<file path="src/rtl/axi4l_gpio_if.sv">
// AXI4-Lite bus bundle between a master (VIP/PS) and the GPIO register slave.
//
// Handshake rule for every channel (AW, W, B, AR, R): the source raises
// valid and holds it and its payload unchanged until it sees ready high
// on a rising clk edge; a transfer occurs on exactly that edge.  The sink
// may raise or drop ready at any time, and ready never depends
// combinationally on valid.
interface axi4l_gpio_if #(
    parameter int ADDR_W = 32
);
    logic [ADDR_W-1:0] awaddr;
    logic [2:0]        awprot;
    logic              awvalid;
    logic              awready;
    logic [31:0]       wdata;
    logic [3:0]        wstrb;
    logic              wvalid;
    logic              wready;
    logic [1:0]        bresp;
    logic              bvalid;
    logic              bready;
    logic [ADDR_W-1:0] araddr;
    logic [2:0]        arprot;
    logic              arvalid;
    logic              arready;
    logic [31:0]       rdata;
    logic [1:0]        rresp;
    logic              rvalid;
    logic              rready;

    modport master (
        output awaddr, awprot, awvalid, wdata, wstrb, wvalid, bready,
        output araddr, arprot, arvalid, rready,
        input  awready, wready, bresp, bvalid, arready, rdata, rresp, rvalid
    );

    modport slave (
        input  awaddr, awprot, awvalid, wdata, wstrb, wvalid, bready,
        input  araddr, arprot, arvalid, rready,
        output awready, wready, bresp, bvalid, arready, rdata, rresp, rvalid
    );
endinterface

</file>
<file path="src/rtl/axi4l_gpio_slv.sv">
// AXI4-Lite GPIO slave: four 32-bit registers decoded from addr[11:2].
//   0x0 GPIO_IN (RO, synchronised), 0x4 EDGE (rising-edge status, W1C),
//   0x8 GPIO_OUT (RW, drives gpio_out), 0xC ID (RO constant).
// Offsets 0x10..0xFFC answer SLVERR with no side effect and rdata 0.
// Independent write and read FSMs; each handles one transaction at a time.
// dbg_state = {write FSM in W_RESP, read FSM in R_RESP}.
module axi4l_gpio_slv #(
    parameter int          ADDR_W   = 32,
    parameter logic [31:0] OUT_RST  = 32'h0000_0000,
    parameter logic [31:0] ID_VALUE = 32'h4750_494F
) (
    input  logic              clk,
    input  logic              rst,
    axi4l_gpio_if.slave       s_axi,
    input  logic [31:0]       gpio_in,
    output logic [31:0]       gpio_out,
    output logic [1:0]        dbg_state
);

    localparam logic [1:0] RESP_OKAY   = 2'b00;
    localparam logic [1:0] RESP_SLVERR = 2'b10;

    localparam logic [9:0] IDX_IN   = 10'd0;
    localparam logic [9:0] IDX_EDGE = 10'd1;
    localparam logic [9:0] IDX_OUT  = 10'd2;
    localparam logic [9:0] IDX_ID   = 10'd3;

    typedef enum logic { W_IDLE, W_RESP } w_state_t;
    typedef enum logic { R_IDLE, R_RESP } r_state_t;

    // Expand byte strobes to a bit mask.
    function automatic logic [31:0] lane_mask(input logic [3:0] strb);
        return {{8{strb[3]}}, {8{strb[2]}}, {8{strb[1]}}, {8{strb[0]}}};
    endfunction

    // Synchroniser and edge-detect state
    logic [31:0] sync1_q, in_s_q, in_prev_q;
    logic [31:0] edge_sts_q, edge_sts_d;
    logic [31:0] edge_clr;

    // Write side state
    w_state_t    w_state_q, w_state_d;
    logic        awready_q, awready_d;
    logic        wready_q, wready_d;
    logic        aw_have_q, aw_have_d;
    logic        w_have_q, w_have_d;
    logic [9:0]  aw_idx_q, aw_idx_d;
    logic [31:0] wdata_q, wdata_d;
    logic [3:0]  wstrb_q, wstrb_d;
    logic        bvalid_q, bvalid_d;
    logic [1:0]  bresp_q, bresp_d;
    logic [31:0] gpio_out_q, gpio_out_d;
    logic [31:0] wmask;

    // Read side state
    r_state_t    r_state_q, r_state_d;
    logic        arready_q, arready_d;
    logic        rvalid_q, rvalid_d;
    logic [31:0] rdata_q, rdata_d;
    logic [1:0]  rresp_q, rresp_d;
    logic [31:0] rd_word;
    logic [9:0]  ar_idx;

    // Address bits outside [11:2] and the prot fields carry no meaning here.
    logic unused_bits;
    assign unused_bits = ^{s_axi.awprot, s_axi.arprot,
                           s_axi.awaddr[1:0], s_axi.araddr[1:0],
                           s_axi.awaddr[ADDR_W-1:12], s_axi.araddr[ADDR_W-1:12]};

    assign wmask  = lane_mask(wstrb_q);
    assign ar_idx = s_axi.araddr[11:2];

    // Two-flop synchroniser for gpio_in plus one delayed copy for edge detection.
    always_ff @(posedge clk) begin
        if (!rst) begin
            sync1_q   <= '0;
            in_s_q    <= '0;
            in_prev_q <= '0;
        end else begin
            sync1_q   <= gpio_in;
            in_s_q    <= sync1_q;
            in_prev_q <= in_s_q;
        end
    end

    // Write FSM next state: capture AW and W independently, update registers
    // the cycle after both are held, then hold the response until accepted.
    always_comb begin
        w_state_d  = w_state_q;
        awready_d  = awready_q;
        wready_d   = wready_q;
        aw_have_d  = aw_have_q;
        w_have_d   = w_have_q;
        aw_idx_d   = aw_idx_q;
        wdata_d    = wdata_q;
        wstrb_d    = wstrb_q;
        bvalid_d   = bvalid_q;
        bresp_d    = bresp_q;
        gpio_out_d = gpio_out_q;
        edge_clr   = '0;
        case (w_state_q)
            W_IDLE: begin
                if (s_axi.awvalid && awready_q) begin
                    aw_have_d = 1'b1;
                    aw_idx_d  = s_axi.awaddr[11:2];
                    awready_d = 1'b0;
                end else if (!aw_have_q) begin
                    awready_d = 1'b1;
                end
                if (s_axi.wvalid && wready_q) begin
                    w_have_d = 1'b1;
                    wdata_d  = s_axi.wdata;
                    wstrb_d  = s_axi.wstrb;
                    wready_d = 1'b0;
                end else if (!w_have_q) begin
                    wready_d = 1'b1;
                end
                if (aw_have_q && w_have_q) begin
                    aw_have_d = 1'b0;
                    w_have_d  = 1'b0;
                    awready_d = 1'b0;
                    wready_d  = 1'b0;
                    bvalid_d  = 1'b1;
                    w_state_d = W_RESP;
                    bresp_d   = (aw_idx_q > IDX_ID) ? RESP_SLVERR : RESP_OKAY;
                    if (aw_idx_q == IDX_OUT) begin
                        gpio_out_d = (gpio_out_q & ~wmask) | (wdata_q & wmask);
                    end
                    if (aw_idx_q == IDX_EDGE) begin
                        edge_clr = wdata_q & wmask;
                    end
                end
            end
            W_RESP: begin
                if (s_axi.bready) begin
                    bvalid_d  = 1'b0;
                    awready_d = 1'b1;
                    wready_d  = 1'b1;
                    w_state_d = W_IDLE;
                end
            end
            default: w_state_d = W_IDLE;
        endcase
        // A rising edge seen this cycle overrides a simultaneous clear.
        edge_sts_d = (edge_sts_q & ~edge_clr) | (in_s_q & ~in_prev_q);
    end

    // Write FSM, register file and EDGE status registers.
    always_ff @(posedge clk) begin
        if (!rst) begin
            w_state_q  <= W_IDLE;
            awready_q  <= 1'b0;
            wready_q   <= 1'b0;
            aw_have_q  <= 1'b0;
            w_have_q   <= 1'b0;
            aw_idx_q   <= '0;
            wdata_q    <= '0;
            wstrb_q    <= '0;
            bvalid_q   <= 1'b0;
            bresp_q    <= RESP_OKAY;
            gpio_out_q <= OUT_RST;
            edge_sts_q <= '0;
        end else begin
            w_state_q  <= w_state_d;
            awready_q  <= awready_d;
            wready_q   <= wready_d;
            aw_have_q  <= aw_have_d;
            w_have_q   <= w_have_d;
            aw_idx_q   <= aw_idx_d;
            wdata_q    <= wdata_d;
            wstrb_q    <= wstrb_d;
            bvalid_q   <= bvalid_d;
            bresp_q    <= bresp_d;
            gpio_out_q <= gpio_out_d;
            edge_sts_q <= edge_sts_d;
        end
    end

    // Read data mux; out-of-map offsets read as zero.
    always_comb begin
        rd_word = '0;
        case (ar_idx)
            IDX_IN:   rd_word = in_s_q;
            IDX_EDGE: rd_word = edge_sts_q;
            IDX_OUT:  rd_word = gpio_out_q;
            IDX_ID:   rd_word = ID_VALUE;
            default:  rd_word = '0;
        endcase
    end

    // Read FSM next state: snapshot data on AR handshake, hold until accepted.
    always_comb begin
        r_state_d = r_state_q;
        arready_d = arready_q;
        rvalid_d  = rvalid_q;
        rdata_d   = rdata_q;
        rresp_d   = rresp_q;
        case (r_state_q)
            R_IDLE: begin
                if (s_axi.arvalid && arready_q) begin
                    rdata_d   = rd_word;
                    rresp_d   = (ar_idx > IDX_ID) ? RESP_SLVERR : RESP_OKAY;
                    rvalid_d  = 1'b1;
                    arready_d = 1'b0;
                    r_state_d = R_RESP;
                end else begin
                    arready_d = 1'b1;
                end
            end
            R_RESP: begin
                if (s_axi.rready) begin
                    rvalid_d  = 1'b0;
                    arready_d = 1'b1;
                    r_state_d = R_IDLE;
                end
            end
            default: r_state_d = R_IDLE;
        endcase
    end

    // Read FSM registers.
    always_ff @(posedge clk) begin
        if (!rst) begin
            r_state_q <= R_IDLE;
            arready_q <= 1'b0;
            rvalid_q  <= 1'b0;
            rdata_q   <= '0;
            rresp_q   <= RESP_OKAY;
        end else begin
            r_state_q <= r_state_d;
            arready_q <= arready_d;
            rvalid_q  <= rvalid_d;
            rdata_q   <= rdata_d;
            rresp_q   <= rresp_d;
        end
    end

    assign s_axi.awready = awready_q;
    assign s_axi.wready  = wready_q;
    assign s_axi.bvalid  = bvalid_q;
    assign s_axi.bresp   = bresp_q;
    assign s_axi.arready = arready_q;
    assign s_axi.rvalid  = rvalid_q;
    assign s_axi.rdata   = rdata_q;
    assign s_axi.rresp   = rresp_q;
    assign gpio_out      = gpio_out_q;
    assign dbg_state     = {w_state_q == W_RESP, r_state_q == R_RESP};

endmodule

</file>
<file path="src/flat_wrapper.sv">
// flat-port wrapper written by rule: the top's interface ports become plain ports
module axi4l_gpio_slv_flat 
#(
    parameter int          ADDR_W   = 32,
    parameter logic [31:0] OUT_RST  = 32'h0000_0000,
    parameter logic [31:0] ID_VALUE = 32'h4750_494F
)
  (clk, rst, gpio_in, gpio_out, dbg_state, s_axi_awaddr, s_axi_awprot, s_axi_awvalid, s_axi_wdata, s_axi_wstrb, s_axi_wvalid, s_axi_bready, s_axi_araddr, s_axi_arprot, s_axi_arvalid, s_axi_rready, s_axi_awready, s_axi_wready, s_axi_bresp, s_axi_bvalid, s_axi_arready, s_axi_rdata, s_axi_rresp, s_axi_rvalid);
  axi4l_gpio_if #(.ADDR_W(ADDR_W)) s_axi_i ();
  input  logic clk;
  input  logic rst;
  input  logic [31:0] gpio_in;
  output logic [31:0] gpio_out;
  output logic [1:0] dbg_state;
  input wire logic [$bits(s_axi_i.awaddr)-1:0] s_axi_awaddr;
  input wire logic [$bits(s_axi_i.awprot)-1:0] s_axi_awprot;
  input wire logic [$bits(s_axi_i.awvalid)-1:0] s_axi_awvalid;
  input wire logic [$bits(s_axi_i.wdata)-1:0] s_axi_wdata;
  input wire logic [$bits(s_axi_i.wstrb)-1:0] s_axi_wstrb;
  input wire logic [$bits(s_axi_i.wvalid)-1:0] s_axi_wvalid;
  input wire logic [$bits(s_axi_i.bready)-1:0] s_axi_bready;
  input wire logic [$bits(s_axi_i.araddr)-1:0] s_axi_araddr;
  input wire logic [$bits(s_axi_i.arprot)-1:0] s_axi_arprot;
  input wire logic [$bits(s_axi_i.arvalid)-1:0] s_axi_arvalid;
  input wire logic [$bits(s_axi_i.rready)-1:0] s_axi_rready;
  output wire logic [$bits(s_axi_i.awready)-1:0] s_axi_awready;
  output wire logic [$bits(s_axi_i.wready)-1:0] s_axi_wready;
  output wire logic [$bits(s_axi_i.bresp)-1:0] s_axi_bresp;
  output wire logic [$bits(s_axi_i.bvalid)-1:0] s_axi_bvalid;
  output wire logic [$bits(s_axi_i.arready)-1:0] s_axi_arready;
  output wire logic [$bits(s_axi_i.rdata)-1:0] s_axi_rdata;
  output wire logic [$bits(s_axi_i.rresp)-1:0] s_axi_rresp;
  output wire logic [$bits(s_axi_i.rvalid)-1:0] s_axi_rvalid;
  assign s_axi_i.awaddr = s_axi_awaddr;
  assign s_axi_i.awprot = s_axi_awprot;
  assign s_axi_i.awvalid = s_axi_awvalid;
  assign s_axi_i.wdata = s_axi_wdata;
  assign s_axi_i.wstrb = s_axi_wstrb;
  assign s_axi_i.wvalid = s_axi_wvalid;
  assign s_axi_i.bready = s_axi_bready;
  assign s_axi_i.araddr = s_axi_araddr;
  assign s_axi_i.arprot = s_axi_arprot;
  assign s_axi_i.arvalid = s_axi_arvalid;
  assign s_axi_i.rready = s_axi_rready;
  assign s_axi_awready = s_axi_i.awready;
  assign s_axi_wready = s_axi_i.wready;
  assign s_axi_bresp = s_axi_i.bresp;
  assign s_axi_bvalid = s_axi_i.bvalid;
  assign s_axi_arready = s_axi_i.arready;
  assign s_axi_rdata = s_axi_i.rdata;
  assign s_axi_rresp = s_axi_i.rresp;
  assign s_axi_rvalid = s_axi_i.rvalid;
  axi4l_gpio_slv #(.ADDR_W(ADDR_W), .OUT_RST(OUT_RST), .ID_VALUE(ID_VALUE)) u_core (.clk(clk), .rst(rst), .s_axi(s_axi_i), .gpio_in(gpio_in), .gpio_out(gpio_out), .dbg_state(dbg_state));
endmodule
</file>
<file path="config.mk">
export PLATFORM = sky130hd
export DESIGN_NAME = axi4l_gpio_slv_flat
export DESIGN_NICKNAME = d
export VERILOG_FILES = /design/src/rtl/axi4l_gpio_if.sv /design/src/rtl/axi4l_gpio_slv.sv /design/src/flat_wrapper.sv
export SDC_FILE = /design/constraint.sdc
export NUM_CORES = 1
export LEC_CHECK = 0
export CAP_MARGIN = 20
export CORE_AREA = 2 2 120 151
export DETAILED_ROUTE_END_ITERATION = 8
export DIE_AREA = 0 0 122 153
export GPL_TIMING_DRIVEN = 0
export PLACE_DENSITY = 0.88
export REMOVE_ABC_BUFFERS = 1
export SLEW_MARGIN = 20
export SYNTH_ARGS = -nofsm -noshare
export SYNTH_HDL_FRONTEND = slang
export SYNTH_SLANG_ARGS = --single-unit
</file>
<file path="constraint.sdc">
create_clock -name clk -period 3.05 [get_ports clk]
set_input_delay 0.305 -clock clk [delete_from_list [all_inputs] [get_ports clk]]
set_output_delay 0.305 -clock clk [all_outputs]
set_load 0.01 [all_outputs]
</file>
==> impl_metrics.json <==
{
  "outcome": "complete, no violations",
  "via_per_inst": 5.29,
  "vias": 6890,
  "cts_tree": "done",
  "rr_worst_depth": 4,
  "fillerInstances": 1332,
  "antenna_found_initial": 0,
  "cts-htree-levels": 1,
  "synth_area_mm2": 0.00892,
  "place_congestion": 0.798,
  "grt_pass1_vias": 6978,
  "min_path_type": "input port to flip-flop",
  "grt_max_degree": 84,
  "power.share.clock_pct": 44.6,
  "fin_crit_sh_pct": 87.6,
  "hold_violations": 0,
  "core_area_mm2": 0.0172,
  "rsz0062_at_grt": "no",
  "slew_headroom_pct": 27.2,
  "area_growth_syn_to_layout_pct": 30.5,
  "setup_slack_ps": 379,
  "port_buffers": 167,
  "wl_per_cell_um": 16.8,
  "overflow": 0,
  "tightest_slew_ps": 1090,
  "clock_latency_ps": 510,
  "cp.required_ps": 3420,
  "p_switching_mw": 1.51,
  "drive_gt1_share_pct": 6.03,
  "clk_pin_slew_ps": 60,
  "combinationalPowerShare_pct": 6.8,
  "synthDistinctLibCells": 36,
  "max_freq_ghz": 0.374,
  "synth_top_area_share_pct": 55.9,
  "die_area_mm2": 0.0187,
  "yosysWarningCount": 0,
  "clock_sinks": 249,
  "wl_mm": 21.8,
  "power.density_mw_per_mm2": 606,
  "finalInstanceArea_mm2": 0.0116,
  "slew_violations": 0,
  "num_rows": 54,
  "avgSynthCellArea_um2": 9.70,
  "crit_start": "u_core.w_state_q$_SDFF_PN0_",
  "yosys-top-cells-area": "dfxtp_1 (56%), mux2i_1 (7.3%), and2_1 (6.7%)",
  "dieHeight_um": 153,
  "yosysMostFrequentCell": "dfxtp_1",
  "place_hpwl_mm": 13.7,
  "reg2reg_slack_ps": 380,
  "setup_viol": 0,
  "grt_pass1_wl_mm": 34.9,
  "synth_common_cells": "dfxtp_1 (249), nand2_1 (153), and2_1 (96), mux2i_1 (65), a21oi_1 (58)",
  "diodes": 0,
  "synth_edf_count": 0,
  "start_util_pct": 51.8,
  "arrival_ps": 3040,
  "pin_count": 220,
  "synth.largest_area_cell": "dfxtp_1",
  "start_kind": "flip-flop",
  "criticalPathCategory": "flip-flop to flip-flop",
  "ant_nets": 0,
  "r2r_start": "u_core.w_state_q$_SDFF_PN0_",
  "grt_use_total_pct": 23.3,
  "swShare_pct": 21.3,
  "post_cts_buffers": 0,
  "numCtsBuffers": 24,
  "synth_ff_type": "dfxtp_1",
  "drt_iter0_markers": 354,
  "dp_slack_ps": 41.6,
  "seq_area_frac_synth_pct": 55.9,
  "cap_violations": 0,
  "seqPwrFrac_pct": 48.6,
  "end_kind": "flip-flop",
  "critPathMaxFanout": 12,
  "synth-async-reset-ratio_pct": 0,
  "layout.cells.non_filler": 1302,
  "vdd_drop_max_mv": 0.473,
  "layout.nets": 1206,
  "cts_resized": 0,
  "numPlacedInstances": 1258,
  "cts_hold_buf": 0,
  "worst_hold_slack_ps": 315,
  "power.leakage_nw": 4.43,
  "finalCriticalPeriod_ps": 2670,
  "cts_root_buffer": "clkbuf_16",
  "skew_ps": 9.09,
  "placed_cell_area_mm2": 0.0108,
  "drc": 0,
  "internal_power_mw": 5.55,
  "die_w_um": 122,
  "syn_inst": 920,
  "clockBufferDepth": 3,
  "dr.pass1.iters": 4,
  "synth_seq_cells": 249
}
## kinds of logic after synthesis
family | after synthesis | synth area share [%]
other | 1 | 0.0420
and+or+nand+nor | 356 | 20.9
muxes | 65 | 7.29
buffers and inverters | 86 | 3.98
DFF | 249 | 55.9
AOI/OAI and AO/OA | 163 | 12.0
## final cells by class
cell class | instances | area (um2) | area share, %
Clock buffer | 37 | 751 | 6.45
Clock inverter | 6 | 110 | 0.945
Inverter | 25 | 96.3 | 0.827
Multi-Input combinational cell | 586 | 3610 | 31.0
Sequential cell | 249 | 4980 | 42.8
Tap cell | 224 | 280 | 2.41
Timing Repair Buffer | 175 | 1810 | 15.5
## worst min-delay path by stage
stage / startpoint / endpoint / cells after the start
after floorplan: s_axi_rready / u_core.s_axi.rvalid$_SDFFE_PN0P_ / 1
after global placement: u_core.sync1_q[19]$_SDFF_PN0_ / u_core.in_s_q[19]$_SDFF_PN0_ / 1
after detailed placement: u_core.sync1_q[11]$_SDFF_PN0_ / u_core.in_s_q[11]$_SDFF_PN0_ / 1
after CTS: rst / u_core.edge_sts_q[26]$_SDFF_PN0_ / 3
after global routing: rst / u_core.sync1_q[6]$_SDFF_PN0_ / 2
final: rst / u_core.in_s_q[1]$_SDFF_PN0_ / 2
## per-layer routing
layer  track usage [%]  up-vias  routed length (um)
li1                  -     3374                   -
met1              26.7     3311                8910
met2              43.5      163               11400
met3              3.36       42                 888
met4              7.83        0                 588
met5                 0        -                   0
## power by group through the flow
stage | Sequential (mW) | Combinational, mW | Clock (mW)
floorplan | 3.49 | 0.211 | 0
global placement | 3.49 | 0.456 | 0
detailed placement | 3.50 | 0.477 | 0
CTS | 3.43 | 0.481 | 3.19
global route | 3.44 | 0.523 | 3.32
finish | 3.43 | 0.480 | 3.15
## stage by stage
stage                     power (mW)  setup TNS (ps)  utilization [%]
after global placement          3.95         -573310             61.6
final                           7.06               0             67.6
after global routing            7.28               0             67.6
after floorplan                 3.70               0                -
after CTS                       7.10               0             67.5
after detailed placement        3.98               0             62.5
## layout by cell type, fill, tap and decap left out, drive strengths merged, types with 9 or more instances in the layout
cell	synthesis	final
a21oi	58	58
a22o	19	19
a31oi	14	14
a32o	24	24
and2	96	96
buf	15	10
clkbuf	46	37
clkdlybuf4s50	0	165
dfxtp	249	249
inv	25	25
mux2i	65	65
nand2	153	153
nand3b	9	9
nor2	43	43
nor2b	17	17
nor4	9	9
o21ai	30	30
o21bai	13	13
or3	14	14
## critical path: stages, from the launching register on
cell	delay (ps)
dfxtp_1	420
nand3b_1	700
nor4_4	1050
mux2i_1	280
nor2_1	70
No activity file was read; power rests on OpenSTA's default activity.
